===== src/rtl/fetch_stage_if.sv =====
// Fetch-stage bundle: branch control from decode, instruction memory port and the IF/ID register outputs.
`default_nettype none

interface fetch_stage_if;
   logic        stall;
   logic        take_branch;
   logic        uncond_br;
   logic        br_reg;
   logic [25:0] BrAddr26;
   logic [18:0] CondAddr19;
   logic [63:0] Db_br;
   logic [31:0] imem_data;
   logic [63:0] imem_addr;
   logic [31:0] instr_D;
   logic [63:0] pc_D;
   logic        valid_D;

   // master drives control and instruction data; slave is the fetch stage
   modport master (
      output stall, take_branch, uncond_br, br_reg, BrAddr26, CondAddr19, Db_br, imem_data,
      input  imem_addr, instr_D, pc_D, valid_D
   );

   modport slave (
      input  stall, take_branch, uncond_br, br_reg, BrAddr26, CondAddr19, Db_br, imem_data,
      output imem_addr, instr_D, pc_D, valid_D
   );
endinterface

`default_nettype wire


===== src/rtl/fetch_stage.sv =====
// ============================================================================
// Module  : fetch_stage
// Purpose : Program counter, branch redirect and IF/ID pipeline register.
// Rev     : 1.0 - initial release
// ============================================================================
`default_nettype none

module fetch_stage #(
   parameter real         DELAY     = 0.05,
   parameter logic [31:0] NOP_INSTR = 32'h8B1F03FF
) (
   input  wire logic clk,
   input  wire logic reset,
   fetch_stage_if.slave bus
);

   // DELAY only annotates gate-level netlists; a negative value is meaningless.
   if (DELAY < 0.0) begin : g_delay_invalid
   end

   // PCs are kept as word addresses so bits [1:0] are zero by construction.
   logic [61:0] pc_word;
   logic [61:0] pc_d_word;
   logic [31:0] instr_d;
   logic        valid_d;

   logic [61:0] offset_word;
   logic [61:0] rel_target;
   logic [61:0] reg_target;
   logic [61:0] branch_target;

   always_comb begin
      if (bus.uncond_br)
         offset_word = {{36{bus.BrAddr26[25]}}, bus.BrAddr26};
      else
         offset_word = {{43{bus.CondAddr19[18]}}, bus.CondAddr19};
      // Relative targets are based on the instruction in decode, not the fetch PC.
      rel_target    = pc_d_word + offset_word;
      reg_target    = bus.Db_br[63:2];
      branch_target = bus.br_reg ? reg_target : rel_target;
   end

   // Branch squashes the wrong-path fetch and keeps pc_D; stall freezes everything.
   always_ff @(posedge clk) begin
      if (reset) begin
         pc_word   <= '0;
         pc_d_word <= '0;
         instr_d   <= NOP_INSTR;
         valid_d   <= 1'b0;
      end else if (bus.take_branch) begin
         pc_word   <= branch_target;
         instr_d   <= NOP_INSTR;
         valid_d   <= 1'b0;
      end else if (!bus.stall) begin
         pc_word   <= pc_word + 62'd1;
         pc_d_word <= pc_word;
         instr_d   <= bus.imem_data;
         valid_d   <= 1'b1;
      end
   end

   assign bus.imem_addr = {pc_word, 2'b00};
   assign bus.pc_D      = {pc_d_word, 2'b00};
   assign bus.instr_D   = instr_d;
   assign bus.valid_D   = valid_d;

endmodule

`default_nettype wire


===== src/flat_wrapper.sv =====
// flat-port wrapper written by rule: the top's interface ports become plain ports
module fetch_stage_flat 
#(
   parameter real         DELAY     = 0.05,
   parameter logic [31:0] NOP_INSTR = 32'h8B1F03FF
)
  (clk, reset, bus_stall, bus_take_branch, bus_uncond_br, bus_br_reg, bus_BrAddr26, bus_CondAddr19, bus_Db_br, bus_imem_data, bus_imem_addr, bus_instr_D, bus_pc_D, bus_valid_D);
  fetch_stage_if bus_i ();
  input  wire logic clk;
  input  wire logic reset;
  input wire logic [$bits(bus_i.stall)-1:0] bus_stall;
  input wire logic [$bits(bus_i.take_branch)-1:0] bus_take_branch;
  input wire logic [$bits(bus_i.uncond_br)-1:0] bus_uncond_br;
  input wire logic [$bits(bus_i.br_reg)-1:0] bus_br_reg;
  input wire logic [$bits(bus_i.BrAddr26)-1:0] bus_BrAddr26;
  input wire logic [$bits(bus_i.CondAddr19)-1:0] bus_CondAddr19;
  input wire logic [$bits(bus_i.Db_br)-1:0] bus_Db_br;
  input wire logic [$bits(bus_i.imem_data)-1:0] bus_imem_data;
  output wire logic [$bits(bus_i.imem_addr)-1:0] bus_imem_addr;
  output wire logic [$bits(bus_i.instr_D)-1:0] bus_instr_D;
  output wire logic [$bits(bus_i.pc_D)-1:0] bus_pc_D;
  output wire logic [$bits(bus_i.valid_D)-1:0] bus_valid_D;
  assign bus_i.stall = bus_stall;
  assign bus_i.take_branch = bus_take_branch;
  assign bus_i.uncond_br = bus_uncond_br;
  assign bus_i.br_reg = bus_br_reg;
  assign bus_i.BrAddr26 = bus_BrAddr26;
  assign bus_i.CondAddr19 = bus_CondAddr19;
  assign bus_i.Db_br = bus_Db_br;
  assign bus_i.imem_data = bus_imem_data;
  assign bus_imem_addr = bus_i.imem_addr;
  assign bus_instr_D = bus_i.instr_D;
  assign bus_pc_D = bus_i.pc_D;
  assign bus_valid_D = bus_i.valid_D;
  fetch_stage #(.DELAY(DELAY), .NOP_INSTR(NOP_INSTR)) u_core (.clk(clk), .reset(reset), .bus(bus_i));
endmodule

===== config.mk =====
export PLATFORM = sky130hd
export DESIGN_NAME = fetch_stage_flat
export DESIGN_NICKNAME = d
export VERILOG_FILES = /design/src/rtl/fetch_stage_if.sv /design/src/rtl/fetch_stage.sv /design/src/flat_wrapper.sv
export SDC_FILE = /design/constraint.sdc
export NUM_CORES = 1
export LEC_CHECK = 0
export BUFFER_PORTS_ARGS = -buffer_cell sky130_fd_sc_hd__buf_2
export CAP_MARGIN = 0
export CORE_ASPECT_RATIO = 0.5
export CORE_MARGIN = 2
export CORE_UTILIZATION = 48
export CTS_CLUSTER_DIAMETER = 50
export CTS_CLUSTER_SIZE = 16
export DETAILED_ROUTE_END_ITERATION = 12
export GPL_TIMING_DRIVEN = 0
export HOLD_SLACK_MARGIN = 0.05
export PLACE_DENSITY = 0.74
export SYNTH_ARGS = -nofsm -noshare
export SYNTH_HDL_FRONTEND = slang
export SYNTH_SLANG_ARGS = --single-unit

===== constraint.sdc =====
create_clock -name clk -period 5.8 [get_ports clk]
set_input_delay 0.58 -clock clk [delete_from_list [all_inputs] [get_ports clk]]
set_output_delay 0.58 -clock clk [all_outputs]
set_load 0.02 [all_outputs]

Word level (Yosys, flattened, before mapping)
Index checks and enable logic that the tools add are counted. W data, S select, Z words.

Register bits after elaboration: 157. Input port bits: 147.

Add/sub/neg operators: 2. Eq/ne operators: 1. Muxes and demuxes: 4. Bitwise logic cells: 2. Reduce and logical (&&, ||, !) cells: 2.

Operators with widths (count): $mux W62 (4); $add A62 B1 Y62 const B (1); $add A62 B62 Y62 (1); $ne A2 B1 Y1 const B (1); $not A1 Y1 (2); $reduce_and A2 Y1 (1); $reduce_or A2 Y1 (1).

Logic depth before layout (Yosys ltp)
Word-level depth: 4. Mapped depth: 17.

Least setup slack after synthesis
OpenSTA, ideal clock, no wires.

Kind: input to register. From: input bus_uncond_br. To: register u_core.pc_word[59]. Data arrival time: 4311 ps. Data required time: 5685 ps. Path slack: 1375 ps. Stages: 17. Cells stage by stage: clkbuf_1 nand2b_1 clkbuf_1 nand2_1 ha_1 buf_2 and2_0 buf_2 a21oi_1 o21ai_0 a21o_1 a221oi_1 nand2_1 a32oi_1 o21ai_1 xnor2_1 a2111oi_0.

Word-level cells in the longest chain between the ends: 4.

RTL lines: start, declared (line flat_wrapper.sv:13) `input wire logic [$bits(bus_i.uncond_br)-1:0] bus_uncond_br;`; $mux W62 (line fetch_stage.sv:33) `if (bus.uncond_br)`; $add A62 B62 Y62 (line fetch_stage.sv:38) `rel_target = pc_d_word + offset_word;`; $mux W62 (line fetch_stage.sv:40) `branch_target = bus.br_reg ? reg_target : rel_target;`; $mux W62 (line fetch_stage.sv:50) `end else if (bus.take_branch) begin`; end signal, assigned (line fetch_stage.sv:51) `pc_word <= branch_target;`; end signal, assigned (line fetch_stage.sv:55) `pc_word <= pc_word + 62'd1;`; end, declared (line fetch_stage.sv:22) `logic [61:0] pc_word;`.

No other way between the ends. A chain may end at the register's enable or synchronous reset.

Worst setup path after layout
Ends and elaborated chain as after synthesis.

==> impl_metrics.prom <==
# TYPE chip_impl_metric gauge
chip_impl_metric{name="clk_latency",unit="ps"} 460
chip_impl_info{name="outcome",value="completed"} 1
chip_impl_metric{name="worst-endpoint-arrival",unit="ps"} 5580
chip_impl_metric{name="report.final.hold_viol_count",unit=""} 0
chip_impl_info{name="post_synth_main_area_contributors",value="sky130_fd_sc_hd__dfxtp_1 (28%), sky130_fd_sc_hd__nand2_1 (9.2%), sky130_fd_sc_hd__a21oi_1 (7.0%), sky130_fd_sc_hd__ha_1 (7.0%), sky130_fd_sc_hd__xnor2_1 (5.1%)"} 1
chip_impl_metric{name="power.density",unit="mW/mm^2"} 231
chip_impl_metric{name="delay_contributed_by_the_slowest_stage_of_the_critical_path",unit="ps"} 720
chip_impl_metric{name="grt_antenna_before_repair",unit=""} 2
chip_impl_metric{name="timing.max_slew.rel_slack",unit=""} 0.154
chip_impl_metric{name="setup_viol",unit=""} 0
chip_impl_metric{name="drt_wl_total",unit="mm"} 38.3
chip_impl_metric{name="postRouteAntennaNets",unit=""} 0
chip_impl_metric{name="cts_post_setup_buffers_inserted",unit=""} 0
chip_impl_metric{name="drc",unit=""} 0
chip_impl_metric{name="min_path_cells",unit=""} 3
chip_impl_info{name="clockRootBuffer",value="sky130_fd_sc_hd__clkbuf_16"} 1
chip_impl_info{name="holdPathEnd",value="u_core.bus.instr_D[27]$_SDFFE_PP1N_"} 1
chip_impl_metric{name="detailroute.via_count",unit=""} 11900
chip_impl_metric{name="timing.reg2reg.setup_slack",unit="ps"} 2160
chip_impl_metric{name="grt_pass1_vias",unit=""} 11000
chip_impl_info{name="worst_hold_startpoint",value="bus_imem_data[27]"} 1
chip_impl_metric{name="maxCapViolations",unit=""} 0
chip_impl_metric{name="boundaryPins",unit=""} 308
chip_impl_metric{name="firstDrtPassIters",unit=""} 6
chip_impl_info{name="rsz_0062_raised_after_global_routing",value="false"} 1
chip_impl_metric{name="grt_pass1_wl",unit="mm"} 59.5
chip_impl_info{name="timing.critical_path.max_delay_family",value="simple AND/OR/NAND/NOR gates"} 1
chip_impl_metric{name="reg2regPathDepth",unit=""} 11
chip_impl_metric{name="synth_enable_flop_cells",unit=""} 0
chip_impl_metric{name="maxClockFrequency",unit="GHz"} 0.191
chip_impl_metric{name="final.setup.tns",unit="ps"} 0
chip_impl_metric{name="power_leakage",unit="nW"} 6.17
chip_impl_metric{name="buffer_ports.inserted",unit=""} 298
chip_impl_metric{name="final-max-slew-violation-count",unit=""} 0
chip_impl_metric{name="num-fill-cells",unit=""} 2234
chip_impl_info{name="yosys-top-cells-count",value="sky130_fd_sc_hd__nand2_1 (270), sky130_fd_sc_hd__dfxtp_1 (157), sky130_fd_sc_hd__a21oi_1 (155)"} 1
chip_impl_metric{name="die_x",unit="um"} 219
chip_impl_metric{name="fp.coreArea",unit="mm^2"} 0.0227
chip_impl_metric{name="grt_overflow_total",unit=""} 0
chip_impl_metric{name="synth_instances",unit=""} 1447
chip_impl_info{name="worstHoldPathType",value="in -> reg"} 1
chip_impl_metric{name="dp.final_hpwl",unit="mm"} 30.0
chip_impl_info{name="ys_dominant_reg_cell",value="sky130_fd_sc_hd__dfxtp_1"} 1
chip_impl_metric{name="critical_path_peak_fanout",unit=""} 37
chip_impl_metric{name="cp.depth",unit=""} 15
chip_impl_metric{name="power.total",unit="mW"} 3.13
chip_impl_info{name="criticalPathCategory",value="in -> reg"} 1
chip_impl_metric{name="layout.nets",unit=""} 1977
chip_impl_info{name="critical_path.reg2reg.endpoint",value="u_core.pc_word[59]$_SDFFE_PP0P_"} 1
chip_impl_metric{name="starting_density_of_the_core",unit=""} 0.487
chip_impl_metric{name="ir_drop",unit="V"} 0.000157
chip_impl_metric{name="worst-endpoint-required",unit="ps"} 6140
chip_impl_metric{name="floorplan.die_area",unit="mm^2"} 0.0243
chip_impl_metric{name="die-height",unit="um"} 111
chip_impl_metric{name="placed_cell_area",unit="mm^2"} 0.0129
chip_impl_metric{name="period_utilization_post_route",unit=""} 0.903
chip_impl_metric{name="gp_congestion",unit=""} 0.972
chip_impl_metric{name="cp.buffers_inverters",unit=""} 3
chip_impl_metric{name="ys_seq_elements",unit=""} 157
chip_impl_info{name="crit_path_cell_trace",value="clkbuf_1 > nand2b_1 > clkbuf_1 > nand2_2 > ha_1 > and2_0 > buf_2 > nand3_1 > nor4_1 > o2111ai_1 > nand2_1 > a32oi_1 > o21ai_1 > xnor2_1 > a2111oi_0"} 1
chip_impl_metric{name="cts_num_sinks",unit=""} 157
chip_impl_info{name="synth_most_common_cell",value="sky130_fd_sc_hd__nand2_1"} 1
chip_impl_info{name="worst_setup_path_end_kind",value="register"} 1
chip_impl_metric{name="cts_buffers",unit=""} 17
chip_impl_metric{name="final_layout_size_suffix_gt1_frac",unit=""} 0.223
chip_impl_info{name="cpMaxStageDelayCell",value="sky130_fd_sc_hd__ha_1"} 1
chip_impl_metric{name="wl_per_cell",unit="um"} 18.3
chip_impl_metric{name="initialDrtViolationCount",unit=""} 1048
chip_impl_metric{name="seq_area_frac_synth",unit=""} 0.285
chip_impl_metric{name="cts.repair.resized",unit=""} 0
chip_impl_metric{name="clock-skew-final",unit="ps"} 12.4
chip_impl_info{name="critPathLaunchType",value="primary input"} 1
chip_impl_info{name="critPathMostFrequentCell",value="sky130_fd_sc_hd__clkbuf_1"} 1
chip_impl_metric{name="final_instance_area",unit="mm^2"} 0.0135
chip_impl_metric{name="number_of_placement_rows",unit=""} 39
chip_impl_metric{name="max-clock-path-buffers",unit=""} 2
chip_impl_info{name="critical_path.reg2reg.startpoint",value="u_core.pc_d_word[29]$_SDFFE_PP0P_"} 1
chip_impl_metric{name="grt_start_max_net_pins",unit=""} 38
chip_impl_info{name="cts_tree",value="yes"} 1
chip_impl_metric{name="synth_top_cell_area_share",unit=""} 0.285
chip_impl_metric{name="post_synth_instance_area",unit="mm^2"} 0.0110
chip_impl_metric{name="flow.area_growth_from_synthesis",unit="%"} 22.5
chip_impl_metric{name="yosys_warnings",unit=""} 0
chip_impl_metric{name="groute.usage.overall",unit=""} 0.312
chip_impl_metric{name="final_min_period",unit="ps"} 5240
chip_impl_metric{name="synthArstFlopShare",unit=""} 0
chip_impl_metric{name="tightest_slew",unit="ps"} 1260
chip_impl_metric{name="via_per_inst",unit=""} 5.70
chip_impl_metric{name="clkTransAtPathRegs",unit="ps"} 70
chip_impl_metric{name="cts_hold_repair.buffers",unit=""} 0
chip_impl_info{name="synth.largest_area_cell",value="sky130_fd_sc_hd__dfxtp_1"} 1
chip_impl_metric{name="syn_area_per_cell",unit="um^2"} 7.63
chip_impl_metric{name="htree_num_levels",unit=""} 4
chip_impl_metric{name="yosys.cell_types.count",unit=""} 80
## placed cells by master (no fill, tap or decap), drive strengths merged, types with 38 or more instances in the layout
cell type  count
mux2i         44
nor2         129
xnor2         64
o21ai         65
a21o          38
nand2        271
buf          325
xor2          48
clkbuf        85
a21oi        156
ha            62
dfxtp        157
## kinds of logic after synthesis
kind of cell	share of synthesized area
AO/OA/AOI/OAI	0.229
flip-flops	0.285
AND/OR/NAND/NOR	0.217
adder cells (fa/ha/maj)	0.0721
buffers and inverters	0.0494
other	0.000340
XOR/XNOR	0.0888
multiplexers	0.0593
## tightest hold or removal path: stages
cell and delay (ps):
sky130_fd_sc_hd__buf_2 70, sky130_fd_sc_hd__mux2i_1 50, sky130_fd_sc_hd__nand2_1 60
## through the flow
stage,setup slack (ps),instances,utilization,hold slack [ps]
global placement,-217,2055,0.570,434
CTS,736,2086,0.596,319
global route,279,2087,0.596,346
finish,565,2087,0.596,338
floorplan,1370,1450,-,526
detailed placement,266,2055,0.570,445
## state kept, by name (all words and copies together), names as in the netlist
register	cells
u_core.pc_d_word	62
u_core.pc_word	62
u_core.bus.instr_D	32
u_core.bus.valid_D	1
## per-layer routing
metal | vias to the layer above | global-route usage | routed length [um]
li1 | 5773 | - | -
met1 | 5548 | 0.427 | 17100
met2 | 494 | 0.488 | 17000
met3 | 72 | 0.0579 | 2980
met4 | 2 | 0.117 | 1130
met5 | - | 0 | 13
## final cells by class
cell class | instances | area [um^2] | area share
inverters | 17 | 63.8 | 0.00472
flip-flops and latches | 157 | 3140 | 0.232
diodes | 1 | 2.50 | 0.000185
clock inverters | 10 | 139 | 0.0103
multi-input cells | 1184 | 7370 | 0.545
well taps | 307 | 384 | 0.0284
repair buffers | 298 | 1490 | 0.110
plain buffers | 92 | 482 | 0.0356
clock buffers | 21 | 450 | 0.0333
## how the worst max path moves through the flow
stage | from | slack [ps] | endpoint
after CTS | bus_uncond_br | 740 | u_core.pc_word[59]$_SDFFE_PP0P_
after global routing | bus_uncond_br | 280 | u_core.pc_word[59]$_SDFFE_PP0P_
after floorplan | bus_uncond_br | 1370 | u_core.pc_word[59]$_SDFFE_PP0P_
after detailed placement | bus_uncond_br | 270 | u_core.pc_word[59]$_SDFFE_PP0P_
after global placement | bus_uncond_br | -220 | u_core.pc_word[59]$_SDFFE_PP0P_
final | bus_uncond_br | 560 | u_core.pc_word[59]$_SDFFE_PP0P_
## power breakdown
part	internal (mW)	leakage [nW]	switching, mW
Clock	0.687	0.288	0.491
Combinational	0.284	4.60	0.457
Sequential	1.13	1.29	0.0758
Total	2.11	6.17	1.02
(Power assumes the default switching activity.)
